File: config.mk
export PLATFORM = sky130hd
export DESIGN_NAME = fifo_ptr_ctrl
export DESIGN_NICKNAME = d
export VERILOG_FILES = /design/src/rtl/fifo_ptr_ctrl.sv
export SDC_FILE = /design/constraint.sdc
export NUM_CORES = 1
export LEC_CHECK = 0
export CAP_MARGIN = 0
export CORE_MARGIN = 4
export CORE_UTILIZATION = 53
export CTS_CLUSTER_DIAMETER = 80
export DETAILED_ROUTE_END_ITERATION = 12
export DONT_BUFFER_PORTS = 1
export GPL_ROUTABILITY_DRIVEN = 0
export PLACE_DENSITY_LB_ADDON = 0.08
export SYNTH_ARGS = -nofsm -noshare
export SYNTH_HDL_FRONTEND = slang
export SYNTH_SLANG_ARGS = --single-unit
File: constraint.sdc
create_clock -name clk -period 4.5 [get_ports clk]
set_input_delay 0.675 -clock clk [delete_from_list [all_inputs] [get_ports clk]]
set_output_delay 0.675 -clock clk [all_outputs]
set_load 0.01 [all_outputs]
File: src/rtl/fifo_ptr_ctrl.sv
// rtl/fifo_ptr_ctrl.sv - local binary/Gray pointer generator for one side of an async FIFO
//
// Ports:
//   clk          side-local clock (write clock for STATE=1, read clock for STATE=0)
//   rst_n        synchronous active-low reset
//   req          access request (write enable or read enable)
//   flag_i       full (STATE=1) or empty (STATE=0) from the flag block
//   ptr_rmt_gray remote Gray pointer, already synchronized into clk
//   mem_en       RAM access strobe for this cycle (combinational)
//   mem_addr     RAM address, low bits of the local binary pointer
//   ptr_gray     registered local Gray pointer, to synchronizer and flag block
//   level        registered occupancy as seen from this side
//   almost       registered almost-full (STATE=1) / almost-empty (STATE=0)

module fifo_ptr_ctrl #(
   parameter int STATE      = 0,
   parameter int ADDR_WIDTH = 8,
   parameter int ALMOST     = 2
) (
   input  logic                  clk,
   input  logic                  rst_n,
   input  logic                  req,
   input  logic                  flag_i,
   input  logic [ADDR_WIDTH-1:0] ptr_rmt_gray,
   output logic                  mem_en,
   output logic [ADDR_WIDTH-2:0] mem_addr,
   output logic [ADDR_WIDTH-1:0] ptr_gray,
   output logic [ADDR_WIDTH-1:0] level,
   output logic                  almost
);

   localparam int DEPTH = 2 ** (ADDR_WIDTH - 1);
   localparam logic [ADDR_WIDTH-1:0] DEPTH_V = ADDR_WIDTH'(DEPTH);
   localparam logic [ADDR_WIDTH-1:0] ALM_V   = ADDR_WIDTH'(ALMOST);
   localparam logic [ADDR_WIDTH-1:0] HI_V    = ADDR_WIDTH'(DEPTH - ALMOST);

   generate
      if (STATE != 0 && STATE != 1) begin : g_bad_state
         $error("fifo_ptr_ctrl: STATE must be 0 (read) or 1 (write)");
      end
      if (ALMOST < 1 || ALMOST >= DEPTH) begin : g_bad_almost
         $error("fifo_ptr_ctrl: ALMOST must satisfy 1 <= ALMOST < DEPTH");
      end
   endgenerate

   logic [ADDR_WIDTH-1:0] ptr_bin;
   logic [ADDR_WIDTH-1:0] bin_nx;
   logic [ADDR_WIDTH-1:0] rmt_bin;
   logic [ADDR_WIDTH-1:0] level_nx;
   logic                  limit_r;
   logic                  limit_nx;
   logic                  almost_nx;
   logic                  inc;

   // limit_r closes the window where flag_i still lags our own last access.
   assign inc      = req & ~flag_i & ~limit_r & rst_n;
   assign mem_en   = inc;
   assign mem_addr = ptr_bin[ADDR_WIDTH-2:0];
   assign bin_nx   = ptr_bin + {{(ADDR_WIDTH-1){1'b0}}, inc};

   // Gray to binary: bit i is the XOR of all Gray bits at or above i.
   always_comb begin
      rmt_bin = '0;
      for (int i = 0; i < ADDR_WIDTH; i++) begin
         rmt_bin[i] = ^(ptr_rmt_gray >> i);
      end
   end

   // Level, limit and almost all look at the post-increment pointer so an
   // access and a remote move in the same cycle fold into one update.
   generate
      if (STATE == 1) begin : g_wr
         assign level_nx  = bin_nx - rmt_bin;
         assign limit_nx  = (level_nx == DEPTH_V);
         assign almost_nx = (level_nx >= HI_V);
      end else begin : g_rd
         assign level_nx  = rmt_bin - bin_nx;
         assign limit_nx  = (bin_nx == rmt_bin);
         assign almost_nx = (level_nx <= ALM_V);
      end
   endgenerate

   always_ff @(posedge clk) begin
      if (!rst_n) begin
         ptr_bin  <= '0;
         ptr_gray <= '0;
         level    <= '0;
         limit_r  <= 1'b0;
         almost   <= 1'b0;
      end else begin
         ptr_bin  <= bin_nx;
         ptr_gray <= bin_nx ^ (bin_nx >> 1);
         level    <= level_nx;
         limit_r  <= limit_nx;
         almost   <= almost_nx;
      end
   end

endmodule

==> results of run 1 <==
-- synthesized netlist by cell type --
cell | instances | area (µm²)
xnor3_1 | 1 | 22.5
o211ai_1 | 1 | 7.51
nor3_2 | 2 | 20.0
buf_4 | 1 | 7.51
xnor2_1 | 20 | 175
a2111oi_0 | 1 | 8.76
clkbuf_4 | 1 | 7.51
clkbuf_1 | 2 | 7.51
a31oi_1 | 1 | 6.26
nand4b_1 | 1 | 8.76
mux2i_1 | 1 | 10.0
maj3_2 | 1 | 11.3
and2_1 | 8 | 50.1
o21ai_0 | 1 | 5.00
xnor2_2 | 2 | 32.5
xor2_1 | 6 | 52.6
and3_1 | 1 | 6.26
o221a_2 | 1 | 11.3
nor3_1 | 4 | 20.0
a21oi_2 | 1 | 8.76
nand3_1 | 5 | 25.0
clkinv_1 | 1 | 3.75
nand4_1 | 1 | 6.26
nor2_1 | 22 | 82.6
and3_2 | 1 | 7.51
xnor2_4 | 2 | 55.1
or3_2 | 1 | 7.51
a21oi_1 | 3 | 15.0
buf_2 | 1 | 5.00
o31ai_1 | 1 | 7.51
fa_1 | 1 | 20.0
ha_1 | 6 | 75.1
nand2_1 | 8 | 30.0
o31ai_2 | 1 | 12.5
dfxtp_1 | 25 | 500
nor2b_1 | 2 | 12.5
inv_1 | 4 | 15.0
o21ai_1 | 2 | 10.0
-- routing by layer --
metal  track usage (%)  share of wire (%)  wire [µm]  up-vias
li1                  -                  -          -      476
met1              18.8                 47       1150      395
met2              24.1                 45       1110       27
met3              1.32                5.8        142        4
met4              5.83                1.6         40        0
met5                 0                  0          0        -
-- per-stage QoR --
stage	instances	worst slack (ns)	cell area, µm²	utilization, %
after floorplan	144	0.807	1370	-
after global placement	170	0.660	1390	56.0
after detailed placement	170	0.582	1390	56.0
after CTS	174	0.920	1410	57.1
after global routing	174	0.713	1410	57.1
final	174	0.936	1410	57.1
-- worst min-delay path by stage --
stage                       endpoint                  start
6_report         level[7]$_SDFF_PN0_                  rst_n
3_5_place_dp   ptr_bin[7]$_SDFF_PN0_  ptr_bin[7]$_SDFF_PN0_
2_1_floorplan  ptr_bin[7]$_SDFF_PN0_  ptr_bin[7]$_SDFF_PN0_
3_3_place_gp   ptr_bin[7]$_SDFF_PN0_  ptr_bin[7]$_SDFF_PN0_
5_1_grt          level[3]$_SDFF_PN0_                  rst_n
4_1_cts        ptr_bin[2]$_SDFF_PN0_                  rst_n
-- worst max-delay path: cells and delay by family --
family | cells | cell delay [ns]
XOR/XNOR | 5 | 1.48
adder cells (fa/ha/maj) | 3 | 0.82
AO/OA/AOI/OAI | 2 | 0.45
AND/OR/NAND/NOR | 2 | 0.23
buffers and inverters | 2 | 0.17
-- logic make-up after synthesis --
| family | Yosys count | synth area share [%] |
|---|---|---|
| buffers and inverters | 10 | 3.38 |
| and+or+nand+nor | 56 | 20.2 |
| AOI/OAI and AO/OA | 13 | 6.76 |
| DFF | 25 | 36.5 |
| adders and majority gates | 8 | 7.76 |
| muxes | 1 | 0.731 |
| xor gates and xnor gates | 31 | 24.7 |
-- registers in the layout, indices dropped and copies added, names as in the netlist --
register and flops:
level 8, ptr_bin 8, ptr_gray 7, almost 1, limit_r 1
-- final cells by class --
| type | instances | area (µm²) |
|---|---|---|
| repair buffers | 1 | 7.51 |
| multi-input cells | 109 | 823 |
| flip-flops and latches | 25 | 500 |
| fillers | 232 | 1060 |
| clock buffers | 4 | 26.3 |
| well taps | 30 | 37.5 |
| inverters | 5 | 18.8 |
-- power breakdown --
part | leakage [nW] | switching (mW) | internal, mW
logic | 0.324 | 0.0801 | 0.0654
clock network | 0.0150 | 0.0615 | 0.0346
registers | 0.204 | 0.0141 | 0.238
total | 0.543 | 0.156 | 0.338
==> results.md, run 1 <==
- Hold-fix buffers, CTS: 0
- Die area: 3460 µm²
- Layout area overhead: 3.20%
- Routed wire per std cell: 14.1 µm
- Placeable core region: 2480 µm²
- Crit end category: flip-flop
- Net Count, Synth: 163
- DRT iter0 DRCs: 13
- Final Skew: 0.00812 ns
- Worst-Skew Late Latency: 0.31 ns
- Vias post-DR: 902
- Number of antenna violations at the first check in global routing: 0
- Die width: 58.8 µm
- WHS: 0.479 ns
- Max-slew violations: 0
- Final WL: 2.45 mm
- Pre-antenna DRT Iters: 4
- WP data arrival: 3.83 ns
- Total Power: 494 µW
- CTS tree: built
- HPWL Detailed: 2.01 mm
- Relative slew slack: 60.9%
- Overflow after GRT: 0
- CTS sink count: 25
- WP data required: 4.76 ns
- Setup crit end: level[6]$_SDFF_PN0_
- Layout Nets: 164
- Final setup viols: 0
- Final worst path period need: 3.56 ns
- Fin. Hold Viols: 0
- Yosys cell types: 38
- Tcrit/Tclk final: 79.2%
- Post-CTS Setup Inserts: 0
- Vias/cell: 5.18
- Slew @ Worst Pin: 0.585 ns
- Leak pwr: 0.543 nW
- Maxcap violations: 0
- Pwr dens: 349 nW/µm²
- CTS root buffer: clkbuf_4
- Mapped cell area: 1370 µm²
- Run status: completed
- Ys Warns: 0
- Max IR drop VDD: 254 µV
- Die height: 58.8 µm
- GRT Total Usage: 14.4%
- Setup slack, reg-to-reg: 1.40 ns
- Core Rows: 18
- R2R depth: 12
- Final ANT Viol Nets: 0
- Starting Density: 55.3%
- Port buffer count: 0
- Setup TNS: 0 ns
- Worst Path Class, Setup: input port to flip-flop
- Commonest non-fill, non-tap cells in the layout: dfxtp_1, nor2_1, xnor2_1
- Gate count of the mapped netlist: 144
- Number of global-route vias before repair: 838
- First-pass GRT wire length: 3.81 mm
- Sequential share of the synthesized area: 36.5%
- Reg clk slew, reported paths: 0.13 ns
- Clock Path Buffers: 2
- Worst Setup SP: ptr_rmt_gray[3]
- Syn Area/Cell: 9.51 µm²
- Cell mode on critical path: xnor2_1
- Crit path launch type: input port
- Worst r2r src: limit_r$_SDFF_PN0_
- Commonest non-fill, non-tap cell in the layout: dfxtp_1
- Ant diodes: 0
- RSZ-0062 raised after global routing: false
- Hold path depth: 1
- Worst Hold Class: input port to flip-flop
- Ports: 37
- Resized Gates After CTS: 0
- Worst r2r dst: level[7]$_SDFF_PN0_
- Slowest Stage Delay on Critical Path: 0.47 ns
- CP Max Fanout: 13
- Crit path max-delay cell type: xnor2_2
- Largest net degree at the start of global routing: 18
- CP Cell Sequence: xnor3_1 -> xnor2_2 -> xnor2_1 -> xnor2_1 -> ha_1 -> inv_1 -> fa_1 -> inv_1 -> nor2_1 -> o221a_2 -> maj3_2 -> a21oi_2 -> xnor2_1 -> and2_1
- H-tree depth: 1
- CTS Buf Count: 3
- DRC: 0
- Share of cells above drive strength 1: 11.1%
- Flops & latches, synth: 25
- Fmax: 0.281 GHz
Power figures use the tool's default switching activity.
==> run 2: changes to the inputs <==
- clock period: 4.5 -> 3.45 ns (I/O delays scaled with it)
==> run 2 against run 1 <==
Compared with the run above: first-iteration DRC count rose by 7.7%; combinational power rose by 34%; clock skew up 0.0047 ns; largest cell class unchanged; via count increased by 3.2%; hold slack lost 0.18 ns; routed wire length decreased by 2.2%; cell area grew 2.4%; flip-flop and latch count stayed put.
==> results.md, run 2 (synthesis gave the netlist of run 1 again) <==
- GRT Total Usage: 14.9%
- Tcrit/Tclk final: 88.4%
- Max-slew violations: 0
- Port buffer count: 0
- Fin. Hold Viols: 0
- Reg clk slew, reported paths: 0.13 ns
- Comb power frac: 30.0%
- Setup TNS: 0 ns
- Leak pwr: 0.562 nW
- Final Skew: 0.0128 ns
- Cell Int Power: 447 µW
- Largest regs: level: 8 flops, ptr_bin: 8 flops, ptr_gray: 7 flops
- Final ANT Viol Nets: 0
- Pre-antenna DRT Iters: 4
- Starting Density: 55.3%
- CTS Buf Count: 3
- Core Rows: 18
- H-tree depth: 1
- Vias/cell: 5.26
- Sw Share: 31.7%
- Final worst path period need: 3.05 ns
- Pwr dens: 452 nW/µm²
- Maxcap violations: 0
- Placeable core region: 2480 µm²
- Crit path launch type: input port
- CTS root buffer: clkbuf_4
- Routed wire per std cell: 13.5 µm
- Sequential power share: 50.3%
- Overflow after GRT: 0
- Hold-fix buffers, CTS: 0
- Relative slew slack: 62.7%
- Die area: 3460 µm²
- Worst Hold Class: input port to flip-flop
- Number of global-route vias before repair: 813
- Largest net degree at the start of global routing: 18
- Clock Path Buffers: 2
- Fmax: 0.328 GHz
- Ant diodes: 0
- HPWL Detailed: 2.01 mm
- Final setup viols: 0
- First-pass GRT wire length: 3.86 mm
- DRC: 0
- RSZ-0062 raised after global routing: false
- CTS tree: built
- Clock power share: 19.7%
- # fillers: 234
- WP data arrival: 3.33 ns
- Final worst slack: 0.401 ns
- Run status: completed
- CTS sink count: 25
- Layout area overhead: 5.66%
- Post-CTS Setup Inserts: 0
- DRT iter0 DRCs: 14
- DP Worst Slack: 0.0313 ns
- Final WL: 2.39 mm
- Ports: 37
- Slew @ Worst Pin: 0.557 ns
- Share of cells above drive strength 1: 14.3%
- Commonest non-fill, non-tap cells in the layout: dfxtp_1, nor2_1, xnor2_1
- Die height: 58.8 µm
- Resized Gates After CTS: 0
- Crit end category: flip-flop
- NetSw: 207 µW
- Max IR drop VDD: 300 µV
- Worst-Skew Late Latency: 0.33 ns
- Commonest non-fill, non-tap cell in the layout: dfxtp_1
- Number of antenna violations at the first check in global routing: 0
- Die width: 58.8 µm
- Worst Path Class, Setup: input port to flip-flop
- CP Max Fanout: 3
- Vias post-DR: 931
- Layout Nets: 167
- WP data required: 3.73 ns
==> run 2: final timing paths <==
| check | from | endpoint | slack, ns | cells past startpoint |
|---|---|---|---|---|
| hold / removal | rst_n | ptr_bin[2]$_SDFF_PN0_ | 0.30 | 1 |
| setup reg to reg | limit_r$_SDFF_PN0_ | almost$_SDFF_PN0_ | 0.61 | 11 |
| hold reg to reg | ptr_bin[7]$_SDFF_PN0_ | ptr_bin[7]$_SDFF_PN0_ | 0.68 | 2 |
| setup / recovery | ptr_rmt_gray[3] | level[6]$_SDFF_PN0_ | 0.40 | 14 |
==> run 2: layout make-up <==
type | count | area (µm²) | share of cell area (%)
clock buffer | 3 | 22.5 | 1.56
clock inverter | 1 | 7.51 | 0.519
tap | 30 | 37.5 | 2.59
sequential | 25 | 500 | 34.6
inverter | 5 | 18.8 | 1.30
timing repair buffer | 4 | 30.0 | 2.07
multi-input combinational | 109 | 831 | 57.4
==> run 2: per-layer routing <==
layer,GRT usage [%],up-vias,part of all wire (%)
met4,8.74,0,2.5
met1,21.1,412,46
met2,21.6,31,44
met3,1.54,5,7.0
li1,-,483,-
met5,0,-,0
==> run 2: power groups by stage <==
stage / registers [mW] / clock network, mW / logic, mW
3_3_place_gp: 0.336 / 0 / 0.195
3_5_place_dp: 0.337 / 0 / 0.199
2_1_floorplan: 0.334 / 0 / 0.167
5_1_grt: 0.331 / 0.145 / 0.219
6_report: 0.329 / 0.129 / 0.196
4_1_cts: 0.330 / 0.133 / 0.199
==> run 2: stage by stage <==
stage	hold WS (ns)	util, %	area, µm²	power, mW	cells
final	0.300	58.4	1450	0.654	177
after global placement	0.643	57.2	1420	0.531	173
after CTS	0.298	58.4	1450	0.662	177
after detailed placement	0.645	57.2	1420	0.536	173
after global routing	0.299	58.4	1450	0.696	177
after floorplan	0.608	-	1380	0.502	144
==> run 2: worst max-delay path, cell delays in order <==
cell and delay (ns):
xnor3_1 0.40, xnor2_2 0.18, xnor2_2 0.26, xnor2_1 0.16, ha_1 0.16, inv_1 0.06, fa_1 0.35, inv_1 0.11
nor2_1 0.06, o221a_2 0.30, maj3_2 0.31, a21oi_2 0.15, xnor2_1 0.15, and2_1 0.16
